--- config.mk ---
export PLATFORM = sky130hd
export DESIGN_NAME = circle_tracker
export DESIGN_NICKNAME = d
export VERILOG_FILES = /design/src/rtl/circle_tracker.sv
export SDC_FILE = /design/constraint.sdc
export NUM_CORES = 1
export LEC_CHECK = 0
export ABC_AREA = 1
export BUFFER_PORTS_ARGS = -buffer_cell sky130_fd_sc_hd__buf_2
export CAP_MARGIN = 0
export CORE_MARGIN = 2
export CORE_UTILIZATION = 57
export CTS_CLUSTER_SIZE = 20
export DETAILED_ROUTE_END_ITERATION = 8
export PLACE_DENSITY_LB_ADDON = 0.12
export SETUP_SLACK_MARGIN = 0.2
export SLEW_MARGIN = 20
export SYNTH_ARGS = -nofsm -noshare
export SYNTH_HDL_FRONTEND = slang
export SYNTH_SLANG_ARGS = --single-unit
--- constraint.sdc ---
create_clock -name clk_i -period 4.87 [get_ports clk_i]
set_input_delay 1.2175 -clock clk_i [delete_from_list [all_inputs] [get_ports clk_i]]
set_output_delay 1.2175 -clock clk_i [all_outputs]
set_load 0.05 [all_outputs]
--- src/rtl/circle_tracker.sv ---
`default_nettype none
// +--------------------------------------------------------------------+
// | circle_tracker: decodes the walking-circle 7-segment bus, recovers  |
// | column/row/direction and flags illegal steps.                       |
// | Optional: CIRCLE_TRACKER_STEP_CNT_EN adds the step_cnt_o counter.   |
// | Revision: 1.0                                                       |
// +--------------------------------------------------------------------+
module circle_tracker #(
  parameter int NUM_OF_DISPLAYS = 6,
  parameter int COL_WIDTH       = $clog2(NUM_OF_DISPLAYS),
  parameter int LED_LOGIC       = 1
) (
  input  logic                            clk_i,
  input  logic                            rst_i,
  input  logic [NUM_OF_DISPLAYS-1:0][7:0] seg7_i,
  input  logic                            clear_i,
  output logic                            valid_o,
  output logic [COL_WIDTH-1:0]            col_o,
  output logic                            row_o,
  output logic                            dir_o,
  output logic                            step_o,
  output logic                            err_o
`ifdef CIRCLE_TRACKER_STEP_CNT_EN
  ,
  output logic [15:0]                     step_cnt_o
`endif
);

  localparam logic [6:0]         c_seg_up   = 7'h63;
  localparam logic [6:0]         c_seg_down = 7'h5C;
  localparam logic [COL_WIDTH:0] c_one      = (COL_WIDTH+1)'(1);
  localparam logic [COL_WIDTH-1:0] c_last_col = COL_WIDTH'(NUM_OF_DISPLAYS-1);

  typedef enum logic [1:0] {
    ST_ACQUIRE = 2'd0,
    ST_TRACK   = 2'd1,
    ST_ERROR   = 2'd2
  } state_t;

  state_t                          r_state, w_state_nxt;
  logic [NUM_OF_DISPLAYS-1:0][7:0] r_seg_q;
  logic [COL_WIDTH-1:0]            r_col, w_col_nxt;
  logic                            r_row, w_row_nxt;
  logic                            r_dir, w_dir_nxt;
  logic                            r_step, w_step_nxt;

  logic [NUM_OF_DISPLAYS-1:0] w_is_up, w_is_down, w_is_bad, w_dp;
  logic                       w_unused_dp;

  // Per-display classification; decimal points carry no circle information.
  for (genvar d = 0; d < NUM_OF_DISPLAYS; d++) begin : g_classify
    logic [6:0] w_pat;
    assign w_pat        = (LED_LOGIC != 0) ? r_seg_q[d][6:0] : ~r_seg_q[d][6:0];
    assign w_is_up[d]   = (w_pat == c_seg_up);
    assign w_is_down[d] = (w_pat == c_seg_down);
    assign w_is_bad[d]  = !(w_is_up[d] || w_is_down[d] || (w_pat == 7'h00));
    assign w_dp[d]      = r_seg_q[d][7];
  end
  assign w_unused_dp = ^w_dp;

  logic                 w_found, w_multi, w_good;
  logic [COL_WIDTH-1:0] w_frame_col;
  logic                 w_frame_row;

  always_comb begin
    w_found     = 1'b0;
    w_multi     = 1'b0;
    w_frame_col = '0;
    w_frame_row = 1'b0;
    for (int d = 0; d < NUM_OF_DISPLAYS; d++) begin
      if (w_is_up[d] || w_is_down[d]) begin
        if (w_found) w_multi = 1'b1;
        w_found     = 1'b1;
        w_frame_col = COL_WIDTH'(d);
        w_frame_row = w_is_up[d];
      end
    end
    w_good = w_found && !w_multi && !(|w_is_bad);
  end

  // One extra bit keeps col+1 from aliasing to column 0 (no wrap-around).
  logic [COL_WIDTH:0] w_col_ext, w_fcol_ext;
  logic               w_same_row, w_inc, w_dec, w_at_end;
  assign w_col_ext  = {1'b0, r_col};
  assign w_fcol_ext = {1'b0, w_frame_col};
  assign w_same_row = (w_frame_row == r_row);
  assign w_inc      = (w_fcol_ext == w_col_ext + c_one);
  assign w_dec      = (w_fcol_ext + c_one == w_col_ext);
  assign w_at_end   = (r_col == '0) || (r_col == c_last_col);

  always_comb begin
    w_state_nxt = r_state;
    w_col_nxt   = r_col;
    w_row_nxt   = r_row;
    w_dir_nxt   = r_dir;
    w_step_nxt  = 1'b0;
    case (r_state)
      ST_ACQUIRE: begin
        if (w_good) begin
          w_state_nxt = ST_TRACK;
          w_col_nxt   = w_frame_col;
          w_row_nxt   = w_frame_row;
        end
      end
      ST_TRACK: begin
        if (!w_good) begin
          w_state_nxt = ST_ERROR;
        end else if (!((w_frame_col == r_col) && w_same_row)) begin
          if (w_same_row && w_inc) begin
            w_col_nxt  = w_frame_col;
            w_dir_nxt  = 1'b1;
            w_step_nxt = 1'b1;
          end else if (w_same_row && w_dec) begin
            w_col_nxt  = w_frame_col;
            w_dir_nxt  = 1'b0;
            w_step_nxt = 1'b1;
          end else if ((w_frame_col == r_col) && w_at_end) begin
            w_row_nxt  = w_frame_row;
            w_dir_nxt  = ~r_dir;
            w_step_nxt = 1'b1;
          end else begin
            w_state_nxt = ST_ERROR;
          end
        end
      end
      ST_ERROR: begin
        if (clear_i) w_state_nxt = ST_ACQUIRE;
      end
      default: w_state_nxt = ST_ACQUIRE;
    endcase
  end

  always_ff @(posedge clk_i or posedge rst_i) begin
    if (rst_i) begin
      r_state <= ST_ACQUIRE;
      r_seg_q <= '0;
      r_col   <= '0;
      r_row   <= 1'b0;
      r_dir   <= 1'b0;
      r_step  <= 1'b0;
    end else begin
      r_state <= w_state_nxt;
      r_seg_q <= seg7_i;
      r_col   <= w_col_nxt;
      r_row   <= w_row_nxt;
      r_dir   <= w_dir_nxt;
      r_step  <= w_step_nxt;
    end
  end

`ifdef CIRCLE_TRACKER_STEP_CNT_EN
  logic [15:0] r_step_cnt;
  always_ff @(posedge clk_i or posedge rst_i) begin
    if (rst_i) begin
      r_step_cnt <= 16'd0;
    end else if ((r_state == ST_ERROR) && clear_i) begin
      r_step_cnt <= 16'd0;
    end else if (w_step_nxt) begin
      r_step_cnt <= r_step_cnt + 16'd1;
    end
  end
  assign step_cnt_o = r_step_cnt;
`endif

  assign valid_o = (r_state == ST_TRACK);
  assign err_o   = (r_state == ST_ERROR);
  assign col_o   = r_col;
  assign row_o   = r_row;
  assign dir_o   = r_dir;
  assign step_o  = r_step;

endmodule
`default_nettype wire
==> metrics.md <==
| Metric | Value |
|---|---|
| Worst hold path endpoint | dir_o |
| Critical path data required time | between 3 and 4 ns |
| Overall overflow remaining after global route | 0 |
| Summed negative setup slack over all endpoints | 0 ns |
| Post-CTS Repair Setup Buffers | 0 |
| Total of max-cap violations | 0 |
| Floorplan core area | roughly 0.0043 mm^2 |
| # rows | 24 |
| Remaining routing DRC violations | 0 |
| GR peak layer | met2 |
| Clk pin slew, worst setup/hold paths | 0.09 ns |
| YS warnings | 0 |
| Routed wire length per instance | a little under 10 um |
| Sequential-to-total area share from yosys stat | 50.1% |
| Worst slew pin tran | about 0.8 ns |
| Overall global routing resource usage | 19.7% |
| Layout-stage area growth over the synthesis result | 16.9% |
| Number of buffers inserted by port buffering | 52 |
| Synthesized instance count | 317 |
| Area fraction in and, or, nand and nor cells after synthesis | roughly 37% |
| Fraction of met3 tracks used by global routing | 4.47% |
| Via density per instance | 4.80 |
| Number of distinct standard cells referenced by the synthesized netlist | 21 |
| Max Clock Skew | ~0.009 ns |
| Flop2flop setup slack | around 2.5 ns |
| Global-route met1 utilization | 22.7% |
| Final Slew Violations | 0 |
| Commonest non-fill, non-tap cell in the layout | sky130_fd_sc_hd__nand2_1 |
| Synthesized netlist net count | between 300 and 400 |
| Area of the die | 0.00493 mm^2 |
| Power per unit of standard cell area | 290 mW/mm^2 |
| Fraction of post-synthesis cell area in the top cell type by area | 50.1% |
| Tightest slew margin relative to the limit | 47.5% |
| Clk network pwr share | 29.1% |
| Fmax | 0.390 GHz |
| Met2 capacity usage during global routing | ~36% |
| Library cell occupying the most area in the post-synthesis netlist | sky130_fd_sc_hd__dfrtp_1 |
| Largest net degree at the start of global routing | 51 |
| Die height | 70.2 um |
| Average size of a mapped cell | between 7 and 8 um^2 |
| DRT Wirelength | roughly 4300 um |
| Core Util, Final | about two thirds |
| Result of the run | finished, final reports clean |
| Fraction of the cycle the final worst path needs | 52.6% |
| Cell area after synthesis | around 0.0025 mm^2 |
| Worst ir drop on vdd | 180 uV |
| Global placement routability congestion | 0.821 |
| Initial antenna violation count | 0 |
| Critical path arrival | 1.35 ns |
| Number of primary I/O pins | 59 |
| WS Path Type | flop to output pin |
| Via total after detailed routing | 2061 |
| Final Net Count | 431 |
| Xor/xnor cell area share of the yosys netlist | less than 1% |
| Number of CTS-inserted buffers | 5 |
| RSZ-0062 raised after global routing | false |
| Internal power consumption | 0.000604 W |
| Clock root cell | sky130_fd_sc_hd__clkbuf_8 |
| Min Tclk post-route | 2.56 ns |
| Sum of net half-perimeters after detailed placement | 3330 um |
| Global-route wire length before repair | 7660 um |
| Fraction of power consumed by sequential logic | ~54% |
| Number of gates given a new drive strength after cts | 0 |
| H-tree depth | 2 |
| Final hold vios | 0 |
| Max FO, Critical Path | 4 |
| Mux cell area share after synthesis | 0% |
| Leak Pwr | 1.67 nW |
| Final setup viols | 0 |
| Number of storage elements in the synthesis netlist | 50 |
| Vias in the first global route | 1962 |
| Sinks on Clock Net | 50 |
| Number of antenna-violating nets in the routed design | 0 |
| Floorplan die width | 70.2 um |
| Fraction of final layout cells sized beyond drive strength 1 | 22.8% |
| Top cells by area in the synthesized netlist | sky130_fd_sc_hd__dfrtp_1 (50%), sky130_fd_sc_hd__nand2_1 (14%), sky130_fd_sc_hd__inv_1 (8.0%) |
| Hold path startpoint | dir_o |
| Length of the first detailed-routing pass in iterations | 4 |
| Maximum clock insertion buffer count | 2 |
| Clock latency of the later-clocked register in the worst-skew pair | 0.30 ns |
| ANT cells | 0 |
| Synth Area in Compound Gates | 2.20% |
| Most frequent cells in the layout | sky130_fd_sc_hd__nand2_1 (94), sky130_fd_sc_hd__inv_1 (52), sky130_fd_sc_hd__buf_2 (52) |
| Depth of the worst register-to-register path | 17 |
| Kind of end point of the critical path | output pin |
| Largest family of logic cells by synthesized area | simple AND/OR/NAND/NOR gates |
| Iter 0 DRT Violations | 71 |
| Hold buffer count at cts | 0 |
| Layout fillers | ~360 |
| Worst R2R End | col_o[1] |
| Sw Pwr | 0.000243 W |
| Type of the tightest min-delay check | flop to flop |
| Type of element launching the critical path | flop |
| Switching fraction of total power | 28.7% |
| Effective utilization at floorplan | 58.2% |
| Adder-Cell Fraction of Synth Area | 2.00% |
| Source of the worst register-to-register timing path | g_classify[5].w_pat[0] |
| CTS tree | built |
| Number of cells on the worst hold path | 2 |
| Part of the total power dissipated in combinational logic | about 17% |
[power groups by stage]
| stage | clock network (W) | logic, W | registers, W |
|---|---|---|---|
| CTS | 0.000255 | 0.000142 | 0.000459 |
| finish | 0.000247 | 0.000140 | 0.000460 |
| global route | 0.000273 | 0.000159 | 0.000463 |
| detailed placement | 0 | 0.000141 | 0.000468 |
| floorplan | 0 | 0.000104 | 0.000463 |
| global placement | 0 | 0.000139 | 0.000467 |
[sequential cells by signal (all words and copies together), names as in the netlist]
register / flops
col_o: 3
row_o: 1
r_state: 2
g_classify.w_pat: 42
step_o: 1
dir_o: 1
[cell families after synthesis]
family / after synthesis
and+or+nand+nor: 197
buffers and inverters: 54
DFF: 50
AOI/OAI and AO/OA: 11
adders and majority gates: 4
xor gates and xnor gates: 1
[worst max path at each step]
stage,slack [ns],from,end,cells after the start
after floorplan,2.45,rst_i,col_o[0],1
after global placement,2.53,g_classify[5].w_pat[0],col_o[1],17
after detailed placement,2.49,g_classify[5].w_pat[0],col_o[1],17
after CTS,2.32,r_state[0],valid_o,3
after global routing,2.19,g_classify[5].w_pat[0],col_o[2],17
final,2.31,r_state[0],valid_o,3
[worst max-delay path, cell delays in order (launching register included)]
cell and delay, ns:
sky130_fd_sc_hd__dfrtp_1 0.40, sky130_fd_sc_hd__inv_1 0.09, sky130_fd_sc_hd__nor2_1 0.24, sky130_fd_sc_hd__buf_2 0.32
[layout make-up]
cell class                 instances  area [um^2]  area share [%]
inverter                          54          206            7.07
multi-input combinational        213         1040            35.7
sequential                        50         1250            42.9
timing repair buffer              52          260            8.92
tap                               52         65.1            2.23
clock inverter                     1         8.76           0.300
clock buffer                       7         86.3            2.96
[synth_stat cells]
cell type and n:
sky130_fd_sc_hd__a21oi_1 5, sky130_fd_sc_hd__and2_1 1, sky130_fd_sc_hd__dfrtp_1 50, sky130_fd_sc_hd__ha_1 4
sky130_fd_sc_hd__inv_1 53, sky130_fd_sc_hd__inv_4 1, sky130_fd_sc_hd__nand2_1 94, sky130_fd_sc_hd__nand2_2 8
sky130_fd_sc_hd__nand2_4 2, sky130_fd_sc_hd__nand3_1 30, sky130_fd_sc_hd__nand3_2 4, sky130_fd_sc_hd__nand3b_1 3
sky130_fd_sc_hd__nand4_1 3, sky130_fd_sc_hd__nor2_1 35, sky130_fd_sc_hd__nor2_2 6, sky130_fd_sc_hd__nor2_4 4
sky130_fd_sc_hd__nor2_8 1, sky130_fd_sc_hd__nor3_1 6, sky130_fd_sc_hd__o21ai_0 2, sky130_fd_sc_hd__o21ai_1 4
sky130_fd_sc_hd__xnor2_1 1
[layer usage]
| layer | part of all wire (%) | routed length [um] | vias up |
|---|---|---|---|
| li1 | - | - | 1084 |
| met1 | 44 | 1880 | 918 |
| met2 | 50 | 2110 | 49 |
| met3 | 4.3 | 182 | 10 |
| met4 | 1.9 | 81 | 0 |
| met5 | 0 | 0 | - |
[metrics by stage]
step | cell area [um^2] | hold slack [ns] | setup WS (ns) | power [W] | cells
floorplan | 2500 | 0.585 | 2.45 | 0.000567 | 317
global placement | 2820 | 0.484 | 2.53 | 0.000606 | 421
detailed placement | 2820 | 0.491 | 2.49 | 0.000609 | 421
CTS | 2920 | 0.511 | 2.32 | 0.000856 | 429
global route | 2920 | 0.578 | 2.19 | 0.000896 | 429
finish | 2920 | 0.514 | 2.31 | 0.000847 | 429
No activity file was read; power rests on OpenSTA's default activity.
